`config.mk`:
```
export PLATFORM = sky130hd
export DESIGN_NAME = fetch_unit_flat
export DESIGN_NICKNAME = d
export VERILOG_FILES = /design/src/rtl/fetch_unit_if.sv /design/src/rtl/fetch_unit.sv /design/src/flat_wrapper.sv
export SDC_FILE = /design/constraint.sdc
export NUM_CORES = 1
export LEC_CHECK = 0
export ABC_AREA = 1
export CORE_UTILIZATION = 35
export DETAILED_ROUTE_END_ITERATION = 10
export GPL_ROUTABILITY_DRIVEN = 0
export PLACE_DENSITY = 0.64
export SLEW_MARGIN = 20
export SYNTH_ARGS = -nofsm -noshare
export SYNTH_HDL_FRONTEND = slang
export SYNTH_SLANG_ARGS = --single-unit
```
`constraint.sdc`:
```
create_clock -name clk -period 2.47 [get_ports clk]
set_input_delay 0.494 -clock clk [delete_from_list [all_inputs] [get_ports clk]]
set_output_delay 0.494 -clock clk [all_outputs]
set_load 0.01 [all_outputs]
```
`src/rtl/fetch_unit_if.sv`:
```
// Fetch stage bundle: start/done handshake, control-unit redirect inputs,
// instruction ROM port and the instruction/PC outputs toward the control unit.
interface fetch_unit_if #(
   parameter int PC_W    = 10,
   parameter int INSTR_W = 9,
   parameter int CNT_W   = 16
);
   logic               start;
   logic               stall;
   logic               branch_en;
   logic [PC_W-1:0]    branch_target;
   logic [PC_W-1:0]    imem_addr;
   logic [INSTR_W-1:0] imem_rdata;
   logic [INSTR_W-1:0] instr;
   logic               instr_valid;
   logic [PC_W-1:0]    pc;
   logic               done;
   logic [CNT_W-1:0]   cycle_count;

   modport master (
      input  start, stall, branch_en, branch_target, imem_rdata,
      output imem_addr, instr, instr_valid, pc, done, cycle_count
   );

   modport slave (
      output start, stall, branch_en, branch_target, imem_rdata,
      input  imem_addr, instr, instr_valid, pc, done, cycle_count
   );
endinterface

```
`src/rtl/fetch_unit.sv`:
```
// Instruction fetch stage: owns the PC, drives the synchronous instruction ROM and
// presents one instruction per cycle with zero-penalty branch redirect.
module fetch_unit #(
   parameter int                 PC_W       = 10,
   parameter int                 INSTR_W    = 9,
   parameter logic [INSTR_W-1:0] HALT_INSTR = 9'h1FF,
   parameter int                 CNT_W      = 16
) (
   input logic          clk,
   input logic          rst_n,
   fetch_unit_if.master bus
);

   typedef enum logic [1:0] {IDLE, PRIME, RUN, HALTED} state_t;

   state_t           state, next_state;
   logic [PC_W-1:0]  pc_q, next_pc;
   logic [CNT_W-1:0] count_q;
   logic             is_halt, at_end;

   // pc_q always names the address whose data is on imem_rdata this cycle.
   assign is_halt = (bus.imem_rdata == HALT_INSTR);
   assign at_end  = (pc_q == {PC_W{1'b1}});

   // NOTE: state and datapath registers use non-blocking assignments so every
   // flop samples the pre-edge values; combinational blocks use blocking.
   always_ff @(posedge clk or negedge rst_n) begin
      if (!rst_n) state <= IDLE;
      else        state <= next_state;
   end

   // NOTE: every combinational output gets a default before the case so no
   // path leaves a signal unassigned, which would infer a latch.
   always_comb begin
      next_state = state;
      case (state)
         IDLE:    if (bus.start) next_state = PRIME;
         PRIME:   next_state = RUN;
         RUN: begin
            if (is_halt)
               next_state = HALTED;
            else if (!bus.stall && !bus.branch_en && at_end)
               next_state = HALTED;
         end
         HALTED:  if (bus.start) next_state = PRIME;
         default: next_state = IDLE;
      endcase
   end

   always_comb begin
      next_pc         = pc_q;
      bus.imem_addr   = '0;
      bus.instr       = '0;
      bus.instr_valid = 1'b0;
      bus.done        = 1'b0;
      case (state)
         RUN: begin
            bus.instr = bus.imem_rdata;
            if (!is_halt) begin
               bus.instr_valid = 1'b1;
               // Stall beats branch; the last address holds rather than wrapping.
               if (bus.stall)          next_pc = pc_q;
               else if (bus.branch_en) next_pc = bus.branch_target;
               else if (!at_end)       next_pc = pc_q + 1'b1;
            end
            bus.imem_addr = next_pc;
         end
         HALTED: begin
            bus.done      = 1'b1;
            bus.imem_addr = pc_q;
         end
         default: ;
      endcase
   end

   always_ff @(posedge clk or negedge rst_n) begin
      if (!rst_n) begin
         pc_q    <= '0;
         count_q <= '0;
      end else begin
         case (state)
            IDLE, HALTED: if (bus.start) count_q <= '0;
            PRIME:        pc_q <= '0;
            RUN: begin
               pc_q <= next_pc;
               if (count_q != {CNT_W{1'b1}}) count_q <= count_q + 1'b1;
            end
            default: ;
         endcase
      end
   end

   assign bus.pc          = pc_q;
   assign bus.cycle_count = count_q;

endmodule
```
`src/flat_wrapper.sv`:
```
// flat-port wrapper written by rule: the top's interface ports become plain ports
module fetch_unit_flat 
#(
   parameter int                 PC_W       = 10,
   parameter int                 INSTR_W    = 9,
   parameter logic [INSTR_W-1:0] HALT_INSTR = 9'h1FF,
   parameter int                 CNT_W      = 16
)
  (clk, rst_n, bus_start, bus_stall, bus_branch_en, bus_branch_target, bus_imem_rdata, bus_imem_addr, bus_instr, bus_instr_valid, bus_pc, bus_done, bus_cycle_count);
  fetch_unit_if #(.PC_W(PC_W), .INSTR_W(INSTR_W), .CNT_W(CNT_W)) bus_i ();
  input logic clk;
  input logic rst_n;
  input wire logic [$bits(bus_i.start)-1:0] bus_start;
  input wire logic [$bits(bus_i.stall)-1:0] bus_stall;
  input wire logic [$bits(bus_i.branch_en)-1:0] bus_branch_en;
  input wire logic [$bits(bus_i.branch_target)-1:0] bus_branch_target;
  input wire logic [$bits(bus_i.imem_rdata)-1:0] bus_imem_rdata;
  output wire logic [$bits(bus_i.imem_addr)-1:0] bus_imem_addr;
  output wire logic [$bits(bus_i.instr)-1:0] bus_instr;
  output wire logic [$bits(bus_i.instr_valid)-1:0] bus_instr_valid;
  output wire logic [$bits(bus_i.pc)-1:0] bus_pc;
  output wire logic [$bits(bus_i.done)-1:0] bus_done;
  output wire logic [$bits(bus_i.cycle_count)-1:0] bus_cycle_count;
  assign bus_i.start = bus_start;
  assign bus_i.stall = bus_stall;
  assign bus_i.branch_en = bus_branch_en;
  assign bus_i.branch_target = bus_branch_target;
  assign bus_i.imem_rdata = bus_imem_rdata;
  assign bus_imem_addr = bus_i.imem_addr;
  assign bus_instr = bus_i.instr;
  assign bus_instr_valid = bus_i.instr_valid;
  assign bus_pc = bus_i.pc;
  assign bus_done = bus_i.done;
  assign bus_cycle_count = bus_i.cycle_count;
  fetch_unit #(.PC_W(PC_W), .INSTR_W(INSTR_W), .HALT_INSTR(HALT_INSTR), .CNT_W(CNT_W)) u_core (.clk(clk), .rst_n(rst_n), .bus(bus_i));
endmodule
```
==> metrics.csv <==
stage,metric,value,unit
outcome,outcome,completed,
sta,period_minus_slack,2.459,ns
synthesis,synth-seq-cells,28,
run,drv_cap,0,
power,power.ir.vdd_worst,0.4187,mV
global_routing,grt_antenna_before_repair,0,
sta,skew,0.01179,ns
sta,worst_slew_pin_slew,0.4146,ns
synthesis,synth_edf_count,0,
setup_path,worstSetupPathType,reg -> out,
hold_path,min_path_type,reg -> reg,
layout,num-fill-cells,604,
global_routing,grtUsageTotal,0.2083,
place,portBuffers,70,
power,clock_power_share,0.108,
setup_path,crit_required,1.98,ns
setup_path,slowest_stage,dfrtp_1,
routing,vias,2686,
floorplanning,core-area,6350,sq um
clock_tree,cts-buffers-inserted,3,
clock_tree,ctsRootBufferMaster,clkbuf_8,
synthesis,ys_seq_area_frac,0.3030,
setup_path,cp_cell_sequence,"ha_4, nand2_4, nor2_4, buf_6, buf_6, inv_4, nor2_1, nand3_1, nand2_1, nand2_1, nand3_1, o21ai_0, buf_2",
synthesis,yosysWarnings,0,
synthesis,yosys.cell_types.count,34,
sta,max_freq,0.4067,GHz
routing,routed_via_density,4.822,
power,p_switching,1255,uW
sta,slew_headroom,0.7215,
clock_tree,htree_levels,1,
clock_tree,cts_tree,yes,
layout,seq_area,700.7,sq um
synthesis,netlist_area,2312,sq um
synthesis,synth_nets,393,
routing,ant_nets,0,
layout,fin_nets,510,
clock_tree,clk_pin_slew_worst_paths,0.11,ns
routing,avgRoutedWirePerCell,12.80,um
power,p_leak,0.001757,uW
power,power_density,748.1,nW/um^2
routing,detail_route.iter0.violations,100,
setup_path,path_delay_family,simple AND/OR/NAND/NOR gates,
layout,drive_gt1_frac,0.2375,
synthesis,postSynthAreaPerCell,6.352,sq um
clock_tree,cts_max_path_buffers,2,
floorplanning,ios,71,
sta,final_hold_viol_count,0,
floorplanning,row_count,29,
routing,drc_errors,0,
setup_path,crit_path_end_kind,output port,
power,pwr-share-comb,0.655,
sta,setup_viol,0,
clock_tree,clkSinkCount,28,
power,swShare,0.4664,
sta,fin_tns_setup,0,ns
routing,drt_first_pass_iters,4,
sta,drv_slew,0,
floorplanning,die_x,83.28,um
power,seqPwrFrac,0.237,
setup_path,worstPathArrival,1.96,ns
setup_path,path_max_fanout,3,
clock_tree,clk_latency,0.28,ns
global_routing,grt_max_degree,29,
layout,area_delta_synth_final,55.52,%
layout,final_util,0.5663,
floorplanning,die_h,83.28,um
place,post-dp-hpwl,5119,um
layout,antennaDiodeCount,0,
global_routing,grt_first_pass_wirelength,11900,um
sta,timing.final.crit_share,0.9954,
floorplanning,die_area,6936,sq um
global_routing,grt_pass1_vias,2593,
synthesis,async_flop_share,1.000,
layout,multi_input_area,1496,sq um
setup_path,worst-path-buf-inv,4,
sta,rsz0062_at_grt,true,
setup_path,slowest_delay,0.41,ns
synthesis,synthFlopType,dfrtp_1,
synthesis,syn_inst,364,
power,p_int,1435,uW
floorplanning,start_util,0.3641,
routing,drt-total-wl,7132,um
setup_path,critPathLaunchType,flip-flop,
global_routing,grt.overflow.total,0,
==> through the flow <==
stage               total power (uW)  cells  hold slack, ns  setup WS, ns  area (sq um)
floorplan                       1572    364          0.1984        0.3404          2312
global placement                2296    538          0.5404       -0.4414          3346
detailed placement              2324    538          0.5549       -0.4888          3346
CTS                             2681    557          0.5788     -0.004169          3527
global route                    2921    557          0.6075       -0.1323          3596
finish                          2690    557          0.5673       0.01127          3596
==> worst reg2reg max path, stage by stage, from the launching register on <==
cell and delay (ns):
dfrtp_1 0.41, ha_4 0.18, nand2_4 0.05, nor2_4 0.16
buf_6 0.15, nand3_4 0.08, nor2_4 0.11, nand2_2 0.07
buf_4 0.14, buf_4 0.13, buf_4 0.12, buf_4 0.12
buf_4 0.12, buf_4 0.12, nor2_2 0.08, o21bai_2 0.09
nand2_1 0.06, o21ai_1 0.07
==> layout by cell type, fill, tap and decap left out, drive strengths merged <==
cell	count
nand3	35
clkdlybuf4s50	52
xnor2	1
o21bai	1
ha	5
or2	6
inv	42
nand4	11
dfrtp	28
xor2	7
clkinv	1
a21o	1
o21ai	25
o22ai	1
a21oi	4
clkdlybuf4s15	1
nand2	137
nor2	39
buf	61
dlygate4sd2	8
nor3	3
nand3b	4
clkbuf	5
nor4	1
a31o	1
==> area by class of cell <==
| cell class | count | share of cell area |
|---|---|---|
| Tap cell | 77 | 0.02679 |
| Multi-Input combinational cell | 282 | 0.4161 |
| Timing Repair Buffer | 123 | 0.3010 |
| Inverter | 43 | 0.04593 |
| Clock buffer | 4 | 0.01531 |
| Sequential cell | 28 | 0.1949 |
==> Yosys cell counts (2+ instances only) <==
library cell / count / area share
ha_1: 5 / 0.027
buf_1: 4 / 0.0065
clkbuf_1: 4 / 0.0065
nand4_1: 10 / 0.027
nor2_2: 4 / 0.011
inv_2: 2 / 0.0032
nand3_1: 34 / 0.074
or2_2: 5 / 0.014
xor2_1: 7 / 0.027
nand2_2: 2 / 0.0054
nor2_1: 35 / 0.057
nor3_1: 3 / 0.0065
a21oi_1: 4 / 0.0087
o21ai_1: 4 / 0.0087
inv_1: 40 / 0.065
o21ai_0: 13 / 0.028
nand3b_1: 4 / 0.013
dfrtp_1: 28 / 0.30
o21ai_2: 8 / 0.030
nand2_1: 134 / 0.22
==> what timing repair did <==
action / in CTS / in global routing
cloned: 1 / 0
hold buffers: 0 / 0
pin swaps: 11 / 12
gates resized for setup: 63 / 23
setup endpoints to repair: 10 / 23
setup buffers: 14 / 1
==> power by group through the flow <==
stage | clock [uW] | sequential (uW) | combinational, uW
floorplan | 0 | 689 | 883
global placement | 0 | 630 | 1670
detailed placement | 0 | 637 | 1690
CTS | 301 | 636 | 1740
global route | 320 | 651 | 1950
finish | 290 | 637 | 1760
==> routing by layer <==
| metal | share of wire | track usage | vias up |
|---|---|---|---|
| met5 | 0 | 0 | - |
| met3 | 0.049 | 0.03678 | 10 |
| met1 | 0.45 | 0.2648 | 1227 |
| met2 | 0.49 | 0.3636 | 64 |
| met4 | 0.012 | 0.05329 | 0 |
| li1 | - | - | 1385 |
==> path summary, 6_finish.rpt <==
path,startpoint,to,slack [ns],cells after the start
min in group asynchronous,rst_n,u_core.bus.pc[0]$_DFFE_PN0P_,0.59,2
max,u_core.bus.pc[0]$_DFFE_PN0P_,bus_imem_addr[4],0.01,13
min,u_core.state[0]$_DFFE_PN0P_,u_core.state[0]$_DFFE_PN0P_,0.57,2
max reg2reg,u_core.bus.pc[0]$_DFFE_PN0P_,u_core.state[1]$_DFFE_PN0P_,0.11,17
min reg2reg,u_core.state[0]$_DFFE_PN0P_,u_core.state[0]$_DFFE_PN0P_,0.57,2
max in group asynchronous,rst_n,u_core.bus.cycle_count[12]$_DFFE_PN0P_,1.58,2
==> kinds of logic after synthesis <==
group | synth area share
fa+ha+maj | 0.02706
simple gates | 0.4545
xor+xnor | 0.03030
compound gates | 0.08875
buf+inv | 0.09631
flops | 0.3030
==> flip-flops by register name (all words and copies together), names as in the netlist <==
signal                  flops
u_core.bus.cycle_count     16
u_core.bus.pc              10
u_core.state                2
(Power assumes the default switching activity.)
==> patch (config.mk and constraints unchanged) <==
`INSTR_W` is set to 9 in 3 places; all go to 11.
--- a/src/rtl/fetch_unit_if.sv
+++ b/src/rtl/fetch_unit_if.sv
@@ -2,7 +2,7 @@
 // instruction ROM port and the instruction/PC outputs toward the control unit.
 interface fetch_unit_if #(
    parameter int PC_W    = 10,
-   parameter int INSTR_W = 9,
+   parameter int INSTR_W = 11,
    parameter int CNT_W   = 16
 );
    logic               start;
--- a/src/rtl/fetch_unit.sv
+++ b/src/rtl/fetch_unit.sv
@@ -2,7 +2,7 @@
 // presents one instruction per cycle with zero-penalty branch redirect.
 module fetch_unit #(
    parameter int                 PC_W       = 10,
-   parameter int                 INSTR_W    = 9,
+   parameter int                 INSTR_W    = 11,
    parameter logic [INSTR_W-1:0] HALT_INSTR = 9'h1FF,
    parameter int                 CNT_W      = 16
 ) (
--- a/src/flat_wrapper.sv
+++ b/src/flat_wrapper.sv
@@ -2,7 +2,7 @@
 module fetch_unit_flat 
 #(
    parameter int                 PC_W       = 10,
-   parameter int                 INSTR_W    = 9,
+   parameter int                 INSTR_W    = 11,
    parameter logic [INSTR_W-1:0] HALT_INSTR = 9'h1FF,
    parameter int                 CNT_W      = 16
 )
Ports: changed (resized bus_imem_rdata and bus_instr); port bits go from 71 to 75. No check against the original RTL was run, so the function may have changed too.
==> patch against the original RTL <==
  * The run now ends with DRC left
  * Design area rose by 1.3%
  * Clock skew fell by 0.0085 ns
  * Sequential power fell by 2%
  * Power rose by 0.88%
  * Sequential cell count did not move
  * Combinational power rose by 5%
  * Setup slack improved by 0.035 ns
  * Routed wire length rose by 6.0%
  * Synthesized area rose by 2.0%
  * Non-clock buffer count did not move
  * Critical path depth fell by 3
  * Sequential share of layout area fell by 0.25 points
  * Via count rose by 6.2%
  * Largest cell class unchanged
  * Largest power group unchanged
==> patch: results (changes against the original RTL) <==
<table>
<tr><th>Metric</th><th>Value</th></tr>
<tr><th colspan="2">Cells and area</th></tr>
<tr><td>Layout Nets</td><td>519 (+1.8%)</td></tr>
<tr><td>Final instance count without filler cells</td><td>563 (+1.1%)</td></tr>
<tr><td>Non-clock buffer share of cell area</td><td>0.304 (+0.00260)</td></tr>
<tr><td>Clk cell area share</td><td>0.0113 (-0.00398)</td></tr>
<tr><td>Multi-input gate share of the layout cell area</td><td>0.417 (about the same)</td></tr>
<tr><td>FF+latch count</td><td>28 (unchanged)</td></tr>
<tr><th colspan="2">Worst setup path</th></tr>
<tr><td>Flop2flop setup slack</td><td>0.40 ns (+0.29 ns)</td></tr>
<tr><td>Number of cells on the worst reg-to-reg path</td><td>11 (-6)</td></tr>
<tr><td>Data arrival time at the worst-slack endpoint</td><td>1.93 ns (-0.03 ns)</td></tr>
<tr><td>Worst flop-to-flop path endpoint</td><td>u_core.bus.cycle_count[14]</td></tr>
<tr><th colspan="2">CTS</th></tr>
<tr><td>Post-CTS setup repair buffer count</td><td>3 (-11)</td></tr>
<tr><td>Number of cells upsized or downsized after cts</td><td>56 (-11%)</td></tr>
<tr><th colspan="2">Synth</th></tr>
<tr><td>Leading post-synthesis cells by cell area</td><td>sky130_fd_sc_hd__dfrtp_1 (30%), sky130_fd_sc_hd__nand2_1 (20%), sky130_fd_sc_hd__nand3_1 (7.9%)</td></tr>
<tr><td>Synthesized area per cell</td><td>6.32 um2 (-0.46%)</td></tr>
<tr><td>Compound-Gate Fraction of Synth Area</td><td>0.0822 (-0.00652)</td></tr>
<tr><td>Synth cell types</td><td>31 (-8.8%)</td></tr>
<tr><td>Part of the Yosys area used for sequential elements</td><td>0.297 (-0.00595)</td></tr>
<tr><td>Top cell types by occurrence after synthesis</td><td>sky130_fd_sc_hd__nand2_1 (124), sky130_fd_sc_hd__inv_1 (45), sky130_fd_sc_hd__nor2_1 (38)</td></tr>
<tr><th colspan="2">Pwr</th></tr>
<tr><td>Comb power</td><td>1.84 mW (+5%)</td></tr>
<tr><td>Worst vdd ir</td><td>0.757 mV (+81%)</td></tr>
<tr><th colspan="2">GRT</th></tr>
<tr><td>Tot GR Track Use</td><td>0.212 (+0.00402)</td></tr>
<tr><th colspan="2">Run status</th></tr>
<tr><td>Violated checks</td><td>DRC</td></tr>
<tr><td>Run status</td><td>finished, violations left</td></tr>
<tr><th colspan="2">Place</th></tr>
<tr><td>Placed standard-cell area</td><td>0.00343 mm2 (+2.4%)</td></tr>
<tr><td>Hpwl dp</td><td>5510 um (+7.6%)</td></tr>
<tr><th colspan="2">STA</th></tr>
<tr><td>Max-slew headroom at the worst pin</td><td>0.704 (-0.0179)</td></tr>
<tr><th colspan="2">Detailed routing</th></tr>
<tr><td>Sum of routed wire length over all layers</td><td>7560 um (+6.0%)</td></tr>
<tr><td>Met3 wire len</td><td>562 um (+62%)</td></tr>
<tr><td>DRC</td><td>16 (+16)</td></tr>
</table>
## patch: cell count changes in the layout (fill, tap and decap cells not counted), moves of 4 or more
| cell | delta |
|---|---|
| sky130_fd_sc_hd__o21ai_0 | +4 |
| sky130_fd_sc_hd__nand2_2 | +9 |
| sky130_fd_sc_hd__nand2_1 | -17 |
| sky130_fd_sc_hd__dlygate4sd2_1 | -5 |
| sky130_fd_sc_hd__o21ai_2 | -4 |
| sky130_fd_sc_hd__clkdlybuf4s15_1 | +4 |
| sky130_fd_sc_hd__o21ai_1 | +5 |
| sky130_fd_sc_hd__nand3_2 | +5 |
## patch: worst max-delay path by stage
stage               slack [ns]  depth (start not counted)                to              start
global placement         -0.54                         10  bus_imem_addr[5]  bus_imem_rdata[3]
detailed placement       -0.57                         11  bus_imem_addr[7]  bus_imem_rdata[5]
finish                    0.05                         10  bus_imem_addr[5]   u_core.bus.pc[1]
floorplan                 0.47                          9  bus_imem_addr[4]   u_core.bus.pc[0]
global route             -0.05                         12  bus_imem_addr[9]   u_core.bus.pc[1]
CTS                      0.004                         14  bus_imem_addr[7]  bus_imem_rdata[9]
## patch: cell families (layout without fill, tap and decap cells)
logic type	Yosys count	in the layout
flip-flops	28	28
AND/OR/NAND/NOR	235	235
buffers and inverters	59	172
XOR/XNOR	10	10
AO/OA/AOI/OAI	36	36
adder cells (fa/ha/maj)	5	5
## patch: per-stage QoR
stage | TNS (ns) | utilization | hold WS (ns)
floorplan | 0 | - | 0.198
global route | -0.314 | 0.567 | 0.602
detailed placement | -5.08 | 0.533 | 0.526
CTS | 0 | 0.541 | 0.554
finish | 0 | 0.567 | 0.544
global placement | -4.82 | 0.533 | 0.527
